**src/rtl/seq_array_multiplier.sv**
```systemverilog
// Iterative unsigned array multiplier.
// Each RUN cycle folds ROW_BITS shifted partial-product rows into a 2*WIDTH
// accumulator, so one product takes WIDTH/ROW_BITS cycles. In approximate
// mode the low APPROX_COLS absolute product columns of every row are
// discarded before accumulation. WIDTH must be a multiple of ROW_BITS.
// Operands and product each move through a valid/ready handshake.

module seq_array_multiplier #(
   parameter int WIDTH       = 8,
   parameter int ROW_BITS    = 2,
   parameter int APPROX_COLS = 4
) (
   input  logic               clk,
   input  logic               rst,
   input  logic               in_valid,
   output logic               in_ready,
   input  logic [WIDTH-1:0]   a,
   input  logic [WIDTH-1:0]   b,
   input  logic               approx,
   output logic               out_valid,
   input  logic               out_ready,
   output logic [2*WIDTH-1:0] product,
   output logic               busy
);

   localparam int PW     = 2 * WIDTH;
   localparam int N      = WIDTH / ROW_BITS;
   localparam int STEP_W = (N + 1 > 2) ? $clog2(N + 1) : 1;
   localparam logic [STEP_W-1:0] LAST_STEP = STEP_W'(N - 1);

   // Column c survives approximation only when it lies at or above the cutoff.
   function automatic logic [PW-1:0] buildMask();
      logic [PW-1:0] m;
      m = '0;
      for (int c = 0; c < PW; c++) begin
         m[c] = (c >= APPROX_COLS);
      end
      return m;
   endfunction

   localparam logic [PW-1:0] APPROX_MASK = buildMask();

   typedef enum logic [1:0] {
      IDLE,
      RUN,
      DONE
   } state_t;

   state_t            state_q;
   logic [WIDTH-1:0]  aShift_q;
   logic [PW-1:0]     bShift_q;
   logic [PW-1:0]     acc_q;
   logic [STEP_W-1:0] step_q;
   logic              approx_q;
   logic              inReady_q;
   logic              outValid_q;
   logic              busy_q;
   logic [PW-1:0]     product_q;

   logic [PW-1:0]     rowSum_d;
   logic [PW-1:0]     acc_d;
   logic [PW-1:0]     row;

   // The multiplier is consumed from its low end and the multiplicand is
   // pre-shifted by the rows already processed, so row j of this step sits at
   // bShift_q << j, which is its absolute column position.
   always_comb begin
      rowSum_d = '0;
      row      = '0;
      for (int j = 0; j < ROW_BITS; j++) begin
         row = aShift_q[j] ? (bShift_q << j) : '0;
         if (approx_q) begin
            row = row & APPROX_MASK;
         end
         rowSum_d = rowSum_d + row;
      end
      acc_d = acc_q + rowSum_d;
   end

   // Control FSM and datapath registers; all outputs come straight from flops.
   always_ff @(posedge clk or posedge rst) begin
      if (rst) begin
         state_q    <= IDLE;
         aShift_q   <= '0;
         bShift_q   <= '0;
         acc_q      <= '0;
         step_q     <= '0;
         approx_q   <= 1'b0;
         inReady_q  <= 1'b1;
         outValid_q <= 1'b0;
         busy_q     <= 1'b0;
         product_q  <= '0;
      end else begin
         case (state_q)
            IDLE: begin
               if (in_valid) begin
                  aShift_q  <= a;
                  bShift_q  <= {{WIDTH{1'b0}}, b};
                  approx_q  <= approx;
                  acc_q     <= '0;
                  step_q    <= '0;
                  inReady_q <= 1'b0;
                  busy_q    <= 1'b1;
                  state_q   <= RUN;
               end
            end
            RUN: begin
               acc_q    <= acc_d;
               aShift_q <= aShift_q >> ROW_BITS;
               bShift_q <= bShift_q << ROW_BITS;
               step_q   <= step_q + 1'b1;
               if (step_q == LAST_STEP) begin
                  product_q  <= acc_d;
                  outValid_q <= 1'b1;
                  state_q    <= DONE;
               end
            end
            DONE: begin
               if (out_ready) begin
                  outValid_q <= 1'b0;
                  busy_q     <= 1'b0;
                  inReady_q  <= 1'b1;
                  state_q    <= IDLE;
               end
            end
            default: begin
               state_q    <= IDLE;
               inReady_q  <= 1'b1;
               outValid_q <= 1'b0;
               busy_q     <= 1'b0;
            end
         endcase
      end
   end

   assign in_ready  = inReady_q;
   assign out_valid = outValid_q;
   assign busy      = busy_q;
   assign product   = product_q;

endmodule

```
**config.mk**
```make
export PLATFORM = sky130hd
export DESIGN_NAME = seq_array_multiplier
export DESIGN_NICKNAME = d
export VERILOG_FILES = /design/src/rtl/seq_array_multiplier.sv
export SDC_FILE = /design/constraint.sdc
export NUM_CORES = 1
export LEC_CHECK = 0
export CAP_MARGIN = 20
export CELL_PAD_IN_SITES_DETAIL_PLACEMENT = 0
export CELL_PAD_IN_SITES_GLOBAL_PLACEMENT = 1
export CORE_UTILIZATION = 44
export DETAILED_ROUTE_END_ITERATION = 8
export GPL_TIMING_DRIVEN = 1
export PLACE_DENSITY = 0.77
export REMOVE_ABC_BUFFERS = 1
export SYNTH_ARGS = -nofsm -noshare
export SYNTH_HDL_FRONTEND = slang
export SYNTH_SLANG_ARGS = --single-unit
```
**constraint.sdc**
```tcl
create_clock -name clk -period 4.4 [get_ports clk]
set_clock_uncertainty 0.05 [all_clocks]
set_input_delay 0.88 -clock clk [delete_from_list [all_inputs] [get_ports clk]]
set_output_delay 0.88 -clock clk [all_outputs]
set_load 0.005 [all_outputs]
```
# == After elaboration in Yosys (flattened, before gate mapping) ==
# Index checks and enable logic that the tools add are counted.
# op_classes
n_bitwise,2
reduce_logical,8
add_sub_neg,3
n_eq_ne,6
n_mux,24
# op_table
op,n
2-to-1 mux 16 bit,4
one-hot mux 16 bit (2 select lines),2
adder 16 bit,2
one-hot mux 8 bit (2 select lines),1
one-hot mux 1 bit (3 select lines),3
AND reduction 3 bit,3
2-to-1 mux 4 bit,2
2-to-1 mux 8 bit,1
2-to-1 mux 2 bit,3
!= test 2 bit (second input constant),3
one-hot mux 2 bit (3 select lines),1
one-hot mux 3 bit (2 select lines),1
AND reduction 2 bit,3
2-to-1 mux 1 bit,5
adder 3 x 1 -> 3 bit (second input constant),1
equality test 3 x 2 -> 1 bit (second input constant),1
2-to-1 mux 3 bit,1
equality test 2 x 1 -> 1 bit (second input constant),1
equality test 2 bit (second input constant),1
logical NOT 2 bit,1
inverter 1 bit,2
nonzero test 2 bit,1
# totals
wordCells,53
output_inout_bits,19
regBits,65
input_bits,21

# == Logic depth before layout (Yosys ltp) ==
# logic_depth
word_depth,5
depth_mapped,11

# == Least setup slack after synthesis ==
# No wires, ideal clock.
# synth_timing
kind,register to register
start,register aShift_q[1]
end,register acc_q[15]
stages_incl_launch_ff,12
slack_ps,1351
period_less_slack_ps,3049
n_path_buf,0
arrival_ps,2930
path_cell_list,dfrtp_1 nor2b_1 nand2_1 fa_1 inv_1 ha_1 fa_1 a21o_1 a221oi_4 o22ai_2 or4_1 nand3_1
# synth_via
elab_chain_cells,5
# synth_rtl
item,line_no,source
from (decl),50,logic [WIDTH-1:0] aShift_q;
from (signal assigned),109,aShift_q <= aShift_q >> ROW_BITS;
2-to-1 mux 16 bit (*),71,row = aShift_q[j] ? (bShift_q << j) : '0;
2-to-1 mux 4 bit,72,if (approx_q) begin
adder 16 bit (*),75,rowSum_d = rowSum_d + row;
adder 16 bit (*),77,acc_d = acc_q + rowSum_d;
one-hot mux 16 bit (2 select lines) (*),94,case (state_q)
to (signal assigned),86,acc_q <= '0;
to (signal assigned),100,acc_q <= '0;
to (signal assigned),108,acc_q <= acc_d;
to (decl),52,logic [PW-1:0] acc_q;
# Every way passes the cells marked *; elsewhere a longest branch is shown, timed or not.
# A chain may end at the register's enable or synchronous reset.

# == Worst setup path in the final report ==
# Same ends and word-level chain as after synthesis.

==> reports/summary.txt <==
CTS tree = done
Vias = 3033
cell taking the most area after synthesis = dfrtp_1
synth top area cells = dfrtp_1 41%, nand2_1 7.9%, fa_1 7.6%, o21ai_0 6.0%, ha_1 5.4%
wire per inst = 15.27 µm
final worst path period share = 0.8057
Post-Route WL = 8.612 mm
Pwr Density = 653.5 mW/mm²
flops & latches, synth = 65
syn_area_per_cell = 9.387 µm²
CP endpoint kind = flip-flop
Worst EP required = 4630 ps
CP startpoint kind = flip-flop
Setup Fix Bufs, Post-CTS = 0
GR Util All Layers = 0.1980
number of placement rows = 34
synth warn = 0
Post-synth top cells = 83 x nand2_1, 64 x dfrtp_1, 47 x o21ai_0
Cell variety after synth = 49
Placeable Area = 0.008678 mm²
Synth Flop Type = dfrtp_1
Area growth syn-to-layout = 17.55%
largest net degree at the start of global routing = 48
Async S/R FF share, synth = 1.000
hpwl dp = 6.110 mm
setup repair after global routing missed its margin = false
sequential area share after synthesis = 0.4129
gpl congestion = 0.7851
Final nets = 504
Worst VDD drop = 0.4034 mV
Vias/cell = 5.378
drt pass-1 iters = 4
clk sinks = 65
Post-synth EDFFs = 0
Synth Instances = 420
initial antenna violation count = 0
WS Path Type = flip-flop to flip-flop
# setup viols final = 0
vias in the first global route = 2861
ANT nets after route = 0
Placed Area = 0.004417 mm²
Final min period = 3545 ps
layout cells sized above 1 = 0.08114
number of DRC markers in iteration 0 = 135
root buffer cell = clkbuf_8
Leak = 0.002041 µW
Slew Viols, Final = 0
Final Instance Area = 0.004634 mm²
clock transition at the registers of the reported paths = 70 ps
worst-case clock buffer depth = 2
die width = 96.66 µm
filler instances = 820
area of the die = 0.009343 mm²
worst path arrival time = 3770 ps
Rel. slew slack = 0.4585
GRT overflow = 0
clk_lat worst skew = 350 ps
final hold vios = 0
I/O Pins = 40
worst hold path class = flip-flop to flip-flop
outcome = completed
first-pass GRT wire length = 14.79 mm
ant diodes = 0
chip height = 96.66 µm
Initial Utilization = 0.4543
CTS Buf Count = 9
CTS H-tree lvls = 3
aggregate negative setup slack = 0 ps
post_cts resized = 0
maxcap violations = 0
measured slew at the worst slew-check pin = 810.3 ps
synthesized area = 0.003943 mm²
drt drc = 0
PortBufs = 39
fmax = 282.1 MHz
Hold-fix buffers, CTS = 0
CP Max Fanout = 14
share of the synthesized area in the top cell type = 0.4062
count leader, synth = nand2_1
## logic make-up after synthesis
logic type	synth area share
AND/OR/NAND/NOR	0.2107
AO/OA/AOI/OAI	0.1454
flip-flops	0.4129
buffers and inverters	0.03237
adder cells (fa/ha/maj)	0.1301
multiplexers	0.04728
XOR/XNOR	0.02126
## power breakdown
| part | total [µW] | leakage [µW] | switching (µW) | internal [µW] |
|---|---|---|---|---|
| combinational | 1420 | 0.00110 | 804 | 618 |
| clock | 572 | 0.000106 | 253 | 319 |
| sequential | 1030 | 0.000835 | 196 | 839 |
## per-layer routing
layer	vias to the layer above	track usage	wire length, µm
li1	1513	-	-
met1	1459	0.3116	4464
met2	53	0.2736	3751
met3	8	0.03107	324
met4	0	0.06889	73
met5	-	0	0
## placed cells by master, fill, tap and decap left out, types with 2 or more instances in the layout
master	netlist	layout
o22ai_1	5	5
mux2_2	5	5
clkdlybuf4s50_1	0	39
xnor2_1	2	2
clkinv_2	0	2
or2_2	2	2
bufinv_16	0	2
nor3_1	7	7
buf_4	0	6
clkinvlp_4	0	2
o31ai_1	6	6
mux2i_1	13	13
and3_1	2	2
dfrtp_1	64	64
xor2_1	5	5
nand2b_1	6	6
nand3_1	9	9
or4_1	5	5
ha_1	17	17
and2_1	29	29
a221oi_1	2	2
a21o_1	3	3
nor2_1	12	11
nor2b_1	5	4
a21oi_1	15	15
fa_1	15	15
o21ai_0	47	47
o21a_1	4	4
nand4_1	6	6
inv_1	7	6
nand2_1	83	83
clkbuf_8	0	9
## critical path, cell delays in order, from the launching register on
cell	delay, ps
dfrtp_1	540
nor2b_1	240
nand2_1	100
fa_1	510
inv_1	40
ha_1	210
fa_1	430
a21o_1	240
a221oi_4	370
o22ai_2	170
or4_1	490
nand3_1	90
## per-stage QoR
stage / power [µW] / utilization / std cells / hold WS, ps / setup WS [ps]
6_report: 3028 / 0.5340 / 564 / 428.3 / 855.1
5_1_grt: 3305 / 0.5340 / 564 / 454.0 / 613.9
4_1_cts: 3055 / 0.5340 / 564 / 435.8 / 846.5
3_5_place_dp: 2484 / 0.5089 / 548 / 419.7 / 869.6
3_3_place_gp: 2439 / 0.5089 / 548 / 412.5 / 994.3
2_1_floorplan: 1960 / - / 395 / 399.2 / 810.9
## path summary, 6_finish.rpt
path / from / to / slack [ps] / cells after the start
max: aShift_q[1]$_DFFE_PP0P_ / acc_q[15]$_DFFE_PP0P_ / 860 / 11
min: product[6]$_DFFE_PP0P_ / product[6]$_DFFE_PP0P_ / 430 / 2
max reg2reg: aShift_q[1]$_DFFE_PP0P_ / acc_q[15]$_DFFE_PP0P_ / 860 / 11
min reg2reg: product[6]$_DFFE_PP0P_ / product[6]$_DFFE_PP0P_ / 430 / 2
max in group asynchronous: rst / product[8]$_DFFE_PP0P_ / 2560 / 3
min in group asynchronous: rst / acc_q[11]$_DFFE_PP0P_ / 790 / 2
## sequential cells by signal (all words and copies together), names as in the netlist
name / flops
bShift_q: 16
aShift_q: 8
product: 16
state_q: 2
busy: 1
out_valid: 1
approx_q: 1
step_q: 3
in_ready: 1
acc_q: 16
## layout make-up
class	instances	area [µm²]	area share
clock buffers	9	123.9	0.02673
repair buffers	45	435.4	0.09395
inverters	7	26.28	0.005670
well taps	108	135.1	0.02916
clock inverters	7	93.84	0.02025
multi-input cells	323	2192	0.4730
flip-flops and latches	65	1628	0.3512
No activity file was read; power rests on OpenSTA's default activity.
